==> src/rtl/seg_scan_display_pkg.sv <==
// Shared types and constants for the 3-digit scanned 7-segment display path.
package seg_scan_display_pkg;

  typedef enum logic [1:0] {
    IDLE,
    SHIFT,
    COMMIT
  } conv_state_t;

  // Active-low segment patterns, bit order {g,f,e,d,c,b,a}.
  localparam logic [6:0] SEG_0     = 7'b1000000;
  localparam logic [6:0] SEG_1     = 7'b1111001;
  localparam logic [6:0] SEG_2     = 7'b0100100;
  localparam logic [6:0] SEG_3     = 7'b0110000;
  localparam logic [6:0] SEG_4     = 7'b0011001;
  localparam logic [6:0] SEG_5     = 7'b0010010;
  localparam logic [6:0] SEG_6     = 7'b0000010;
  localparam logic [6:0] SEG_7     = 7'b1111000;
  localparam logic [6:0] SEG_8     = 7'b0000000;
  localparam logic [6:0] SEG_9     = 7'b0010000;
  localparam logic [6:0] SEG_BLANK = 7'b1111111;

  // Active-low digit enables.
  localparam logic [2:0] AN_ONES = 3'b110;
  localparam logic [2:0] AN_TENS = 3'b101;
  localparam logic [2:0] AN_HUND = 3'b011;
  localparam logic [2:0] AN_NONE = 3'b111;

  // BCD nibble to segment pattern; non-decimal nibbles go blank.
  function automatic logic [6:0] seg_decode(input logic [3:0] d);
    case (d)
      4'd0:    return SEG_0;
      4'd1:    return SEG_1;
      4'd2:    return SEG_2;
      4'd3:    return SEG_3;
      4'd4:    return SEG_4;
      4'd5:    return SEG_5;
      4'd6:    return SEG_6;
      4'd7:    return SEG_7;
      4'd8:    return SEG_8;
      4'd9:    return SEG_9;
      default: return SEG_BLANK;
    endcase
  endfunction

endpackage

==> src/rtl/seg_scan_display_bin2bcd.sv <==
// Sequential shift-add-3 binary to BCD converter with change detection.
module bin2bcd_seq
  import seg_scan_display_pkg::*;
(
  input  logic        clk,
  input  logic        reset,
  input  logic [7:0]  value,
  output logic        busy,
  output logic [11:0] bcd
);

  conv_state_t state, state_next;
  logic [7:0]  last_value;
  logic [7:0]  bin;
  logic [11:0] work;
  logic [11:0] adj;
  logic [19:0] shifted;
  logic [2:0]  bit_cnt;
  logic [11:0] bcd_disp;

  // Converter state register.
  always_ff @(posedge clk or negedge reset) begin
    if (!reset) state <= IDLE;
    else        state <= state_next;
  end

  // Next-state logic and busy flag.
  always_comb begin
    state_next = state;
    busy       = 1'b0;
    case (state)
      IDLE:   if (value != last_value) state_next = SHIFT;
      SHIFT: begin
        busy = 1'b1;
        if (bit_cnt == 3'd7) state_next = COMMIT;
      end
      COMMIT: begin
        busy       = 1'b1;
        state_next = IDLE;
      end
      default: state_next = IDLE;
    endcase
  end

  // Add 3 to every nibble >= 5, then shift {bcd,bin} left one place.
  always_comb begin
    adj = work;
    for (int unsigned i = 0; i < 3; i++) begin
      if (work[i*4 +: 4] >= 4'd5) adj[i*4 +: 4] = work[i*4 +: 4] + 4'd3;
    end
    shifted = {adj, bin} << 1;
  end

  // Conversion datapath; bcd_disp only moves in COMMIT so the display never sees partial results.
  always_ff @(posedge clk or negedge reset) begin
    if (!reset) begin
      last_value <= '0;
      bin        <= '0;
      work       <= '0;
      bit_cnt    <= '0;
      bcd_disp   <= '0;
    end else begin
      case (state)
        IDLE: begin
          if (value != last_value) begin
            bin        <= value;
            last_value <= value;
            work       <= '0;
            bit_cnt    <= '0;
          end
        end
        SHIFT: begin
          work    <= shifted[19:8];
          bin     <= shifted[7:0];
          bit_cnt <= bit_cnt + 3'd1;
        end
        COMMIT: bcd_disp <= work;
        default: ;
      endcase
    end
  end

  assign bcd = bcd_disp;

endmodule

==> src/rtl/seg_scan_display.sv <==
// Top: BCD conversion of an 8-bit value, time-multiplexed onto a 3-digit common-anode display.
module seg_scan_display
  import seg_scan_display_pkg::*;
#(
  parameter int SCAN_W = 13
) (
  input  logic       clk,
  input  logic       reset,
  input  logic [7:0] value,
  output logic [6:0] seg,
  output logic [2:0] an,
  output logic       busy
);

  logic [11:0]       bcd_disp;
  logic [SCAN_W-1:0] prescaler;
  logic              tick;
  logic [1:0]        digit_idx;
  logic [6:0]        seg_next;
  logic [2:0]        an_next;

  bin2bcd_seq u_conv (
    .clk   (clk),
    .reset (reset),
    .value (value),
    .busy  (busy),
    .bcd   (bcd_disp)
  );

  assign tick = (prescaler == '0);

  // Free-running prescaler and digit scan index; index 3 is illegal and recovers to 0.
  always_ff @(posedge clk or negedge reset) begin
    if (!reset) begin
      prescaler <= '0;
      digit_idx <= '0;
    end else begin
      prescaler <= prescaler + 1'b1;
      if (digit_idx == 2'd3)    digit_idx <= '0;
      else if (tick)            digit_idx <= (digit_idx == 2'd2) ? 2'd0 : digit_idx + 2'd1;
    end
  end

  // Digit select with leading-zero blanking.
  always_comb begin
    seg_next = SEG_BLANK;
    an_next  = AN_NONE;
    case (digit_idx)
      2'd0: begin
        an_next  = AN_ONES;
        seg_next = seg_decode(bcd_disp[3:0]);
      end
      2'd1: begin
        an_next  = AN_TENS;
        seg_next = (bcd_disp[11:4] == '0) ? SEG_BLANK : seg_decode(bcd_disp[7:4]);
      end
      2'd2: begin
        an_next  = AN_HUND;
        seg_next = (bcd_disp[11:8] == '0) ? SEG_BLANK : seg_decode(bcd_disp[11:8]);
      end
      default: ;
    endcase
  end

  // Registered pin drive.
  always_ff @(posedge clk or negedge reset) begin
    if (!reset) begin
      seg <= SEG_BLANK;
      an  <= AN_NONE;
    end else begin
      seg <= seg_next;
      an  <= an_next;
    end
  end

endmodule

==> config.mk <==
export PLATFORM = sky130hd
export DESIGN_NAME = seg_scan_display
export DESIGN_NICKNAME = d
export VERILOG_FILES = /design/src/rtl/seg_scan_display_pkg.sv /design/src/rtl/seg_scan_display_bin2bcd.sv /design/src/rtl/seg_scan_display.sv
export SDC_FILE = /design/constraint.sdc
export NUM_CORES = 1
export LEC_CHECK = 0
export CORE_MARGIN = 2
export CORE_UTILIZATION = 54
export CTS_CLUSTER_DIAMETER = 50
export DETAILED_ROUTE_END_ITERATION = 6
export GPL_ROUTABILITY_DRIVEN = 0
export HOLD_SLACK_MARGIN = 0.12
export PLACE_DENSITY = 0.76
export SLEW_MARGIN = 20
export SYNTH_ARGS = -nofsm -noshare
export SYNTH_HDL_FRONTEND = slang
export SYNTH_SLANG_ARGS = --single-unit
export TNS_END_PERCENT = 5
==> constraint.sdc <==
create_clock -name clk -period 1.6 [get_ports clk]
set_input_delay 0.48 -clock clk [delete_from_list [all_inputs] [get_ports clk]]
set_output_delay 0.48 -clock clk [all_outputs]
set_load 0.1 [all_outputs]
**Word level (Yosys, flattened, before mapping)**

Memories as Yosys holds them, arrays and structs flattened.
Cells that the tools add are included.

- Flip-flop bits (word level): 70
- Bits in latches: 0
- RAM bits: 0
- ROM bits: 336
- Input bits: 10
- Output and inout port bits: 11
- Logic and storage cells: 62
- Memories: 3

Memories:

| memory | depth | width | read ports | clocked after memory_dff | write ports | line | RTL |
|---|---|---|---|---|---|---|---|
| (no name shown) | 16 | 7 | 1 | 0 | 0 | seg_scan_display_pkg.sv:31 | `case (d)` |
| (no name shown) | 16 | 7 | 1 | 0 | 0 | seg_scan_display_pkg.sv:31 |  |
| (no name shown) | 16 | 7 | 1 | 0 | 0 | seg_scan_display_pkg.sv:31 |  |

- $add $sub $neg: 6
- Multiply operators: 0
- Divide/modulo/power cells: 0
- Magnitude comparators: 3
- Equality and inequality tests: 9
- Shift operators: 0
- Mux-type cells: 20
- Bitwise gates (word level): 0
- Reductions and logical operators: 11

Operator list:

| operator | number |
|---|---|
| $pmux W12 S2 | 1 |
| $pmux W7 S3 | 1 |
| $pmux W8 S2 | 1 |
| $mux W7 | 2 |
| $add A13 B1 Y13 const B | 1 |
| $logic_not A13 Y1 | 1 |
| $ge A4 B3 Y1 const B | 3 |
| $mux W12 | 1 |
| $mux W2 | 5 |
| $pmux W3 S3 | 1 |
| $add A4 B2 Y4 const B | 2 |
| $logic_not A8 Y1 | 1 |
| $mux W4 | 2 |
| $mux W8 | 1 |
| $ne A8 B8 Y1 | 1 |
| $eq A2 B2 Y1 const B | 3 |
| $mux W3 | 2 |
| $pmux W3 S2 | 1 |
| $reduce_and A2 Y1 | 3 |
| $eq A2 B1 Y1 const B | 2 |
| $logic_not A2 Y1 | 2 |
| $logic_not A4 Y1 | 1 |
| $ne A2 B1 Y1 const B | 2 |
| $pmux W2 S2 | 1 |
| other kinds (7) | 8 |

**Logic depth before layout (Yosys ltp)**

Gate-level depths: netlist of run 1.

- Word-level depth: 4
- Depth in mapped cells: 8
- Depth with buffers taken out: 6

**Cells and area by module**

Synthesis of run 1 repeated with hierarchy kept, for this count alone.

- Cells, all modules: 408
- Area, all modules: 4159.0 um2

By module, submodules not included:

| module | times used | cells each | area each (um2) | sequential area each (um2) |
|---|---|---|---|---|
| bin2bcd_seq | 1 | 227 | 2497.4 | 1126.1 |
| seg_scan_display | 1 | 181 | 1661.6 | 638.1 |

**Worst setup path after synthesis of run 1**

Ideal clock, no wire load.

- Path kind: input to register
- From: input port value[4]
- To: register u_conv.bit_cnt[0]
- Setup time: 0.125 ns
- Data arrival time: 1.617 ns
- Required time: 1.475 ns
- Slack: -0.142 ns
- Stages on the path: 7
- Buffers on the path: 3
- Cell sequence: xnor2_1 and4_1 buf_6 a31o_1 buf_6 buf_6 mux2_4

- Longest elaborated chain between the ends: 3

RTL lines:

| what | line | RTL |
|---|---|---|
| start: declaration | seg_scan_display.sv:9 | `input logic [7:0] value,` |
| $ne A8 B8 Y1 | seg_scan_display_bin2bcd.sv:65 | `if (value != last_value) begin` |
| $ne A2 B1 Y1 (no line) | n/a |  |
| $reduce_and A2 Y1 (no line) | n/a |  |
| end signal: assignment | seg_scan_display_bin2bcd.sv:75 | `bit_cnt <= bit_cnt + 3'd1;` |
| end: declaration | seg_scan_display_bin2bcd.sv:18 | `logic [2:0] bit_cnt;` |

No other way between the ends.
A chain may end at the register's enable or synchronous reset.

**Worst setup path in the final report of run 1**

- From: register u_conv.state[1]
- To: output port busy

- Longest elaborated chain between the ends: 3
- Elaborated cells between the ends (all ways): 4
- Those cells by class: eq/ne: 2; mux: 1; reduce/logical: 1

RTL lines:

| what | line | RTL |
|---|---|---|
| start: declaration | seg_scan_display_bin2bcd.sv:12 | `conv_state_t state, state_next;` |
| start signal: assignment | seg_scan_display_bin2bcd.sv:24 | `else state <= state_next;` |
| $eq A2 B2 Y1 or $eq A2 B1 Y1 (tied branches) | seg_scan_display_bin2bcd.sv:31 | `case (state)` |
| $reduce_or A2 Y1 (no line) (*) | n/a |  |
| $mux W1 (*) | seg_scan_display_bin2bcd.sv:31 |  |
| end: declaration | seg_scan_display.sv:12 | `output logic busy` |

Every way passes the cells marked *; elsewhere a longest branch is shown, timed or not.

==> results.json, run 1 <==
{
  "arrival_ns": 1.22,
  "leakage_nw": 2.44,
  "fin_hold_ws_ns": 0.124,
  "cp-endpoint": "busy",
  "nFillCells": 495,
  "chipWidth_microns": 90.6,
  "cts.clk_slew.worst_paths_ns": 0.09,
  "placed_area_sq_um": 4860,
  "stdcell_area_sq_um": 5340,
  "clk_latency_ns": 0.36,
  "clock-sinks": 70,
  "slew_violations": 0,
  "netlist_area_sq_um": 4050,
  "cpPeakStageDelay_ns": 0.39,
  "layout-drive-gt1-share_pct": 31.3,
  "drc": 0,
  "cp.required_ns": 1.12,
  "dp_hpwl_microns": 6180,
  "critPathSlowestCell": "dfrtp_1",
  "seqCellArea_sq_um": 1770,
  "num-nets-final": 519,
  "totalWireLength_microns": 8890,
  "min_path_type": "in -> async",
  "setup.worst_path.start": "u_conv.state[1]$_DFFE_PN0P_",
  "slew_headroom_pct": 75.8,
  "ios": 21,
  "start_kind": "register",
  "grt_usage_pct": 22.2,
  "reg2reg_to": "u_conv.work[3]$_DFFE_PN0P_",
  "grt_max_degree": 71,
  "multiInputGateArea_sq_um": 2280,
  "synth_nets": 443,
  "layout_min_cycle_time_ns": 1.70,
  "drtIter0Drc": 134,
  "violations": "setup timing",
  "final_util_pct": 73.6,
  "hold_buffers": 0,
  "syn_inst": 404,
  "status": "finished with violations",
  "drv_cap": 0,
  "die_h_microns": 90.6,
  "root_buffer": "clkbuf_8",
  "syn_to_final_growth_pct": 31.7,
  "synth_cell_types": 53,
  "ys_warn_count": 0,
  "finalHoldViolations": 0,
  "path_cells": "inv_2 -> ha_4 -> buf_12",
  "max_freq_mhz": 587,
  "p_per_area_nw_per_um2": 1750,
  "num_rows": 31,
  "r2r_cells": 5,
  "io_buffers": 20,
  "grt_pass1_vias": 3233,
  "worst-path-max-fanout": 3,
  "routed_via_density": 5.72,
  "async_flop_share_pct": 100,
  "ys_seq_area_share_pct": 43.5,
  "fin_crit_sh_pct": 107,
  "diodes": 0,
  "clk_path_buf_depth": 2,
  "fin_skew_ns": 0.00673,
  "ff2ff_setup_slack_ns": -0.08,
  "dr.pass1.iters": 5,
  "syn_avg_cell_area_sq_um": 10.0,
  "ant_nets": 0,
  "synth_seq_cells": 70,
  "antenna_found_initial": 0,
  "start_util_pct": 55.9,
  "tightest_slew_ns": 0.363,
  "synth_edf_count": 0,
  "synthFlopType": "dfrtp_1",
  "cts_tree": "built",
  "ir_worst_vdd_mv": 1.32,
  "grt_pass1_wl_microns": 14800,
  "overflow": 0,
  "endpoint_kind": "primary output",
  "grt_setup_unrepaired": "true",
  "detail_route.wl_per_cell_microns": 15.2,
  "die-area_sq_um": 8210,
  "htreeDepth": 3,
  "crit_type": "reg -> out",
  "r2r-start": "u_conv.last_value[5]$_DFFE_PN0P_",
  "setup_viol": 5,
  "setup_ws_ns": -0.104,
  "core_sq_um": 7250,
  "cts_buffers": 9,
  "vias": 3339
}
-- power by group --
part	internal (mW)	switching [mW]
Sequential	2.27	0.443
Combinational	2.48	2.49
Clock	0.899	0.752
Total	5.65	3.68
-- critical path: cells and delay by family (launching register included) --
| kind | cells | cell delay, ns |
|---|---|---|
| buf+inv | 2 | 0.26 |
| fa+ha+maj | 1 | 0.21 |
| flops | 1 | 0.39 |
-- kinds of logic after synthesis --
group / synth area share (%)
DFF: 43.5
xor gates and xnor gates: 5.62
adders and majority gates: 8.95
buffers and inverters: 5.03
muxes: 5.50
and+or+nand+nor: 13.8
AOI/OAI and AO/OA: 17.5
-- cells in the mapped netlist (6+ instances only) --
library cell | n | share of area (%)
a21oi_1 | 21 | 2.6
a22o_1 | 9 | 1.9
a22oi_1 | 7 | 1.3
and3_1 | 6 | 0.93
clkbuf_1 | 17 | 1.6
dfrtp_1 | 60 | 37
dfstp_2 | 10 | 6.5
ha_1 | 29 | 9.0
inv_1 | 26 | 2.4
mux2_2 | 14 | 3.9
nand2_1 | 29 | 2.7
nand2b_1 | 20 | 3.1
nand3_1 | 12 | 1.5
nor2_1 | 15 | 1.4
o211ai_1 | 6 | 1.1
o21ai_0 | 23 | 2.8
xnor2_1 | 18 | 3.9
xor2_1 | 8 | 1.7
-- placed cells by master (no fill, tap or decap), types with 3 or more instances in the layout --
cell type      Yosys  final
dfrtp_1           60     59
buf_4              0     59
nand2_1           29     29
ha_1              29     26
inv_1             26     24
o21ai_0           23     23
nand2b_1          20     20
a21oi_1           21     18
mux2_2            14     14
buf_12             0     14
nor2_1            15     13
nand3_1           12     11
xnor2_1           18     10
dfstp_2           10     10
a22o_1             9      9
clkbuf_8           0      9
xor2_1             8      8
dlygate4sd2_1      0      8
xnor2_2            0      7
o211ai_1           6      6
and3_1             6      6
a22oi_1            7      6
nor3_1             5      5
nor2b_1            5      5
mux2i_1            5      5
a41oi_1            5      5
a221o_1            4      4
a211oi_1           5      4
buf_6              3      4
nand4_1            3      3
a21oi_2            0      3
-- metal layers --
metal / part of all wire, % / up-vias / track usage, % / wire (microns)
li1: - / 1595 / - / -
met1: 41 / 1640 / 27.5 / 3610
met2: 53 / 81 / 37.3 / 4700
met3: 4.2 / 23 / 3.76 / 369
met4: 2.4 / 0 / 11.3 / 212
met5: 0 / - / 0 / 0
-- worst min path at each step --
stage                             startpoint                        to  slack, ns  depth (start not counted)
global route                           reset    prescaler[9]$_DFF_PN0_       0.16                          2
global placement    digit_idx[1]$_DFFE_PN0P_  digit_idx[0]$_DFFE_PN0P_       0.46                          1
CTS                                    reset    prescaler[9]$_DFF_PN0_       0.14                          2
detailed placement   prescaler[12]$_DFF_PN0_   prescaler[12]$_DFF_PN0_       0.47                          1
finish                                 reset    prescaler[8]$_DFF_PN0_       0.12                          2
floorplan                              reset  digit_idx[0]$_DFFE_PN0P_       0.18                          0
-- sequential cells by signal (all words and copies together) (netlist names), 3 cells and up --
signal	cells
an	3
prescaler	13
seg	7
u_conv.bcd	12
u_conv.bin	8
u_conv.bit_cnt	3
u_conv.last_value	8
u_conv.work	12
-- final cells by class --
cell class / instances / area share (%)
Timing Repair Buffer: 86 / 15.8
Clock inverter: 7 / 1.95
Inverter: 27 / 1.90
Clock buffer: 9 / 2.32
Sequential cell: 70 / 33.1
Multi-Input combinational cell: 286 / 42.7
Tap cell: 99 / 2.32
-- metrics by stage --
step / instances / power, mW / setup slack, ns / setup TNS [ns]
detailed placement: 558 / 7.08 / -0.779 / -19.31
CTS: 582 / 9.01 / -0.116 / -0.364
global placement: 558 / 6.93 / -0.749 / -18.28
floorplan: 404 / 5.58 / -0.133 / -2.49
finish: 584 / 9.33 / -0.104 / -0.348
global route: 584 / 9.92 / -0.148 / -1.32
-- repair_timing --
item                       4_1_cts  5_1_grt
setup buffers                    8        2
pin swaps                        9       10
gates resized for setup         22       24
setup endpoints to repair       33       39
Note: power is estimated with default switching activity, not from simulation.
==> run 2: changes to the inputs <==
--- a/config.mk
+++ b/config.mk
@@ -5,6 +5,7 @@
 export SDC_FILE = /design/constraint.sdc
 export NUM_CORES = 1
 export LEC_CHECK = 0
+export ABC_AREA = 1
 export CORE_MARGIN = 2
 export CORE_UTILIZATION = 54
 export CTS_CLUSTER_DIAMETER = 50
==> results.json, run 2 <==
{
  "largest_reg_flops": 13,
  "syn_to_final_growth_pct": 19.2,
  "ff2ff_setup_slack_ns": 0.07,
  "synth_nets": 531,
  "cts_tree": "built",
  "drtIter0Drc": 152,
  "cts_buffers": 9,
  "p_per_area_nw_per_um2": 1500,
  "clk_latency_ns": 0.35,
  "seqCellArea_sq_um": 1770,
  "min_path_type": "in -> async",
  "num-nets-final": 572,
  "die-area_sq_um": 8240,
  "num_rows": 31,
  "syn_inst": 492,
  "r2r_cells": 8,
  "totalWireLength_microns": 7840,
  "die_h_microns": 90.8,
  "reg2reg_to": "u_conv.work[4]$_DFFE_PN0P_",
  "root_buffer": "clkbuf_8",
  "max_freq_mhz": 582,
  "io_buffers": 20,
  "synthFlopType": "dfrtp_1",
  "antenna_found_initial": 0,
  "synth_seq_cells": 70,
  "htreeDepth": 3,
  "synth_most_common_cell": "nand2_1",
  "overflow": 0,
  "synth.cells.most_frequent": "127 x nand2_1, 60 x dfrtp_1, 49 x inv_1, 49 x o21ai_0, 39 x nand3_1",
  "setup_tns_ns": -0.117,
  "detail_route.wl_per_cell_microns": 12.3,
  "fin_crit_sh_pct": 107,
  "multiInputGateArea_sq_um": 2010,
  "drc": 0,
  "grt_pass1_vias": 3268,
  "leakage_nw": 2.34,
  "finalHoldViolations": 0,
  "netlist_area_sq_um": 4070,
  "layout_min_cycle_time_ns": 1.72,
  "dp_cells": 617,
  "layout_common_cells": "127 x nand2_1, 58 x dfrtp_1, 48 x o21ai_0",
  "vias": 3259,
  "dr.pass1.iters": 4,
  "ys_warn_count": 0,
  "final_common_cell": "nand2_1",
  "async_flop_share_pct": 100,
  "cp.required_ns": 1.12,
  "diodes": 0,
  "nFillCells": 613,
  "arrival_ns": 1.24,
  "fin_skew_ns": 0.00744,
  "slew_violations": 0,
  "largest-register": "prescaler",
  "routed_via_density": 5.12,
  "grt_usage_pct": 20.9,
  "clock-sinks": 70,
  "synth_edf_count": 0,
  "ir_worst_vdd_mv": 1.41,
  "start_kind": "register",
  "ant_nets": 0,
  "ios": 21,
  "placed_area_sq_um": 4580,
  "grt_pass1_wl_microns": 14100,
  "setup_viol": 1,
  "endpoint_kind": "primary output",
  "violations": "setup timing",
  "grt_max_degree": 71,
  "hold_buffers": 0,
  "stdcell_area_sq_um": 4850,
  "crit_type": "reg -> out",
  "setup_ws_ns": -0.117,
  "synth_cell_types": 28,
  "start_util_pct": 55.8,
  "tightest_slew_ns": 0.448,
  "fin_hold_ws_ns": 0.156,
  "ys_seq_area_share_pct": 43.4,
  "layout-drive-gt1-share_pct": 17.5,
  "status": "finished with violations",
  "syn_avg_cell_area_sq_um": 8.27,
  "worst-path-max-fanout": 2,
  "drv_cap": 0,
  "dp_hpwl_microns": 5700,
  "synth_top_cell_area_share_pct": 36.9,
  "fin_cells": 637,
  "core_sq_um": 7290,
  "clk_path_buf_depth": 2,
  "slew_headroom_pct": 70.0,
  "place_ws_ns": -0.336,
  "grt_setup_unrepaired": "true",
  "yosysTopAreaCell": "dfrtp_1",
  "synth.area.top_cells": "dfrtp_1 37%, nand2_1 12%, ha_1 8.9%",
  "r2r-start": "u_conv.state[1]$_DFFE_PN0P_",
  "chipWidth_microns": 90.8,
  "cts.clk_slew.worst_paths_ns": 0.08
}
==> run 2: cell types whose count changed after synthesis, moves of 10 or more <==
cell	previous run	this run
nand2b_1	20	0
a21oi_1	21	11
o21ai_0	23	49
nand2_1	29	127
clkbuf_1	17	2
nand3_1	12	39
nand3_2	0	19
mux2_2	14	0
inv_1	26	49
nor2_1	15	37
==> run 2: worst max path at each step <==
stage                                                   to                         from  depth (start not counted)  slack, ns
final                                                 busy  u_conv.state[1]$_DFFE_PN0P_                          3      -0.12
after global routing                                  busy  u_conv.state[1]$_DFFE_PN0P_                          3      -0.18
after detailed placement  u_conv.last_value[6]$_DFFE_PN0P_                     value[6]                          9      -0.34
after global placement    u_conv.last_value[6]$_DFFE_PN0P_                     value[0]                          9      -0.29
after floorplan                                       busy  u_conv.state[1]$_DFFE_PN0P_                          2       0.08
after CTS                                             busy  u_conv.state[1]$_DFFE_PN0P_                          3      -0.13
==> run 2: per-layer routing <==
layer | part of all wire, % | global-route usage, % | vias to the layer above
li1 | - | - | 1674
met1 | 45 | 24.9 | 1508
met2 | 49 | 36.3 | 56
met3 | 2.7 | 3.51 | 21
met4 | 2.8 | 10.6 | 0
met5 | 0 | 0 | -
==> run 2: final cells by class <==
type	instances	share of cell area (%)
multi-input combinational	358	41.5
timing repair buffer	44	11.0
tap	99	2.55
clock buffer	9	2.55
sequential	70	36.4
clock inverter	7	2.01
inverter	50	3.87
==> run 2: metrics by stage <==
| step | util (%) | power (mW) |
|---|---|---|
| detailed placement | 62.9 | 5.61 |
| finish | 66.5 | 7.26 |
| global route | 66.5 | 7.77 |
| CTS | 66.5 | 7.30 |
| global placement | 62.9 | 5.49 |
| floorplan | - | 4.79 |
==> run 2: report_power, final <==
group	internal (mW)	leakage (nW)	switching (mW)
Clock	0.882	0.106	0.715
Sequential	2.18	0.883	0.330
Combinational	1.26	1.35	1.89
==> run 2: timing repair <==
item / 4_1_cts / 5_1_grt
pin swaps: 1 / 0
gates resized for setup: 3 / 5
endpoints found under the setup margin: 1 / 34
setup buffers: 4 / 0
==> run 2: critical path: stages, from the launching register on <==
cell and delay [ns]:
dfrtp_1 0.37, inv_2 0.06, ha_4 0.28, buf_12 0.17
==> run 2: kinds of logic after synthesis <==
kind of cell             count (synthesis)  synth area share, %
flip-flops                              70                 43.4
AND/OR/NAND/NOR                        241                 27.7
buffers and inverters                   64                 7.44
adder cells (fa/ha/maj)                 29                 8.92
XOR/XNOR                                18                 3.88
AO/OA/AOI/OAI                           70                 8.71
==> run 3: changes to the inputs <==
--- a/config.mk
+++ b/config.mk
@@ -7,12 +7,14 @@
 export LEC_CHECK = 0
 export ABC_AREA = 1
 export CORE_MARGIN = 2
-export CORE_UTILIZATION = 54
+export CORE_UTILIZATION = 55
+export CTS_BUF_LIST = sky130_fd_sc_hd__clkbuf_4
 export CTS_CLUSTER_DIAMETER = 50
+export CTS_CLUSTER_SIZE = 8
 export DETAILED_ROUTE_END_ITERATION = 6
 export GPL_ROUTABILITY_DRIVEN = 0
 export HOLD_SLACK_MARGIN = 0.12
-export PLACE_DENSITY = 0.76
+export PLACE_DENSITY = 0.77
 export SLEW_MARGIN = 20
 export SYNTH_ARGS = -nofsm -noshare
 export SYNTH_HDL_FRONTEND = slang
==> results.json, run 3 (synthesized netlist as in run 2, its figures left out) <==
{
  "status": "finished with violations",
  "violations": "setup timing",
  "clk_latency_ns": 0.41,
  "max_freq_mhz": 560,
  "ios": 21,
  "ant_nets": 0,
  "clk_path_buf_depth": 2,
  "cts_tree": "built",
  "worst-path-max-fanout": 2,
  "route.met2.wl_microns": 4190,
  "tightest_slew_ns": 0.442,
  "ir_worst_vdd_mv": 1.54,
  "power_frac_seq_pct": 36.4,
  "fin_crit_sh_pct": 112,
  "stdcell_area_sq_um": 4800,
  "min_path_type": "reg -> reg",
  "p_per_area_nw_per_um2": 1430,
  "internal_power_mw": 3.95,
  "syn_to_final_growth_pct": 17.9,
  "power_frac_comb_pct": 46.7,
  "io_buffers": 20,
  "num_rows": 31,
  "placed_area_sq_um": 4600,
  "top_layer_used": "met4",
  "num-nets-final": 574,
  "layout-drive-gt1-share_pct": 17.6,
  "slew_headroom_pct": 70.5,
  "grt_setup_unrepaired": "true",
  "clkPwrFrac_pct": 16.9,
  "fin_cells": 639,
  "layout_min_cycle_time_ns": 1.78,
  "grt_usage_pct": 20.5,
  "overflow": 0,
  "clock-sinks": 70,
  "drc": 0,
  "setup_ws_ns": -0.184,
  "detail_route.wl_per_cell_microns": 12.4,
  "final_common_cell": "nand2_1",
  "core_sq_um": 7210,
  "wl_met3_microns": 323,
  "routed_via_density": 5.20,
  "endpoint_kind": "primary output",
  "start_util_pct": 56.4,
  "grt_pass1_wl_microns": 13800,
  "grt_pass1_vias": 3192,
  "nFillCells": 609,
  "dp_cells": 619,
  "p_sw_share_pct": 42.2,
  "p_switching_mw": 2.89,
  "dp_hpwl_microns": 5690,
  "drv_cap": 0,
  "antenna_found_initial": 0,
  "hold_depth": 1,
  "largest-register": "prescaler",
  "dr.pass1.iters": 5,
  "start_kind": "register",
  "slew_violations": 0,
  "grt_max_degree": 71,
  "cts.clk_slew.worst_paths_ns": 0.12,
  "drtIter0Drc": 149,
  "cp.required_ns": 1.12,
  "die_h_microns": 90,
  "root_buffer": "clkbuf_4",
  "htreeDepth": 3,
  "crit_type": "reg -> out",
  "r2r_cells": 7,
  "die-area_sq_um": 8100,
  "vias": 3320,
  "power_mw": 6.85,
  "largest_reg_flops": 13,
  "wirelength_met1_microns": 3320,
  "layout_common_cells": "126 x nand2_1, 59 x dfrtp_1, 47 x o21ai_0",
  "totalWireLength_microns": 7950,
  "fin_skew_ns": 0.0148,
  "diodes": 0,
  "setup_viol": 11,
  "arrival_ns": 1.30,
  "fin_hold_ws_ns": 0.489,
  "leakage_nw": 2.32,
  "finalHoldViolations": 0,
  "cts_buffers": 9,
  "chipWidth_microns": 90
}
==> run 3: cell count changes in the layout (fill, tap and decap cells not counted), sizes merged <==
cell	delta
inv	+1
buf	+1
dlygate4sd3	+1
bufinv	-1
clkinvlp	-1
clkinv	+1
==> run 3: final timing paths <==
path	endpoint	from	slack, ns
max	busy	u_conv.state[0]$_DFFE_PN0P_	-0.18
min	prescaler[0]$_DFF_PN0_	prescaler[0]$_DFF_PN0_	0.49
max reg2reg	u_conv.bin[2]$_DFFE_PN0P_	u_conv.state[0]$_DFFE_PN0P_	0.10
min reg2reg	prescaler[0]$_DFF_PN0_	prescaler[0]$_DFF_PN0_	0.49
max in group asynchronous	u_conv.work[5]$_DFFE_PN0P_	reset	0.66
min in group asynchronous	digit_idx[0]$_DFFE_PN0P_	reset	0.61
==> run 3: stage by stage <==
stage / worst slack, ns / util, % / TNS [ns]
floorplan: 0.0841 / - / 0
global placement: -0.275 / 63.8 / -8.63
detailed placement: -0.335 / 63.8 / -10.54
CTS: -0.206 / 66.3 / -0.685
global route: -0.241 / 66.5 / -1.02
finish: -0.184 / 66.5 / -0.431
==> run 3: final cells by class <==
class	count	area, sq um	share of cell area, %
inverter	50	188	3.91
tap	99	124	2.58
multi-input combinational	358	2020	42.2
clock buffer	9	67.6	1.41
timing repair buffer	46	557	11.6
sequential	70	1770	36.8
clock inverter	7	72.6	1.51
==> run 3: repair_timing <==
action                     4_1_cts  5_1_grt
pin swaps                        0        1
setup endpoints to repair       11       29
hold buffers                     1        0
setup buffers                    3        0
resized for setup                4        7
cloned                           0        0
hold endpoints to repair        60        0
==> run 3: power by group through the flow <==
stage | Sequential (mW) | Combinational [mW] | Clock, mW
after floorplan | 2.65 | 2.14 | 0
after global placement | 2.51 | 3.01 | 0
after detailed placement | 2.53 | 3.10 | 0
after CTS | 2.49 | 3.21 | 1.18
after global routing | 2.54 | 3.58 | 1.26
final | 2.49 | 3.20 | 1.16
==> run 3: per-layer routing <==
metal	up-vias	global-route usage (%)
li1	1679	-
met1	1556	23.5
met2	74	37.5
met3	11	4.86
met4	0	7.05
met5	-	0
==> run 3: worst max-delay path, stage by stage (launching register included) <==
cell	delay, ns
dfrtp_1	0.39
inv_2	0.06
ha_4	0.27
buf_12	0.16
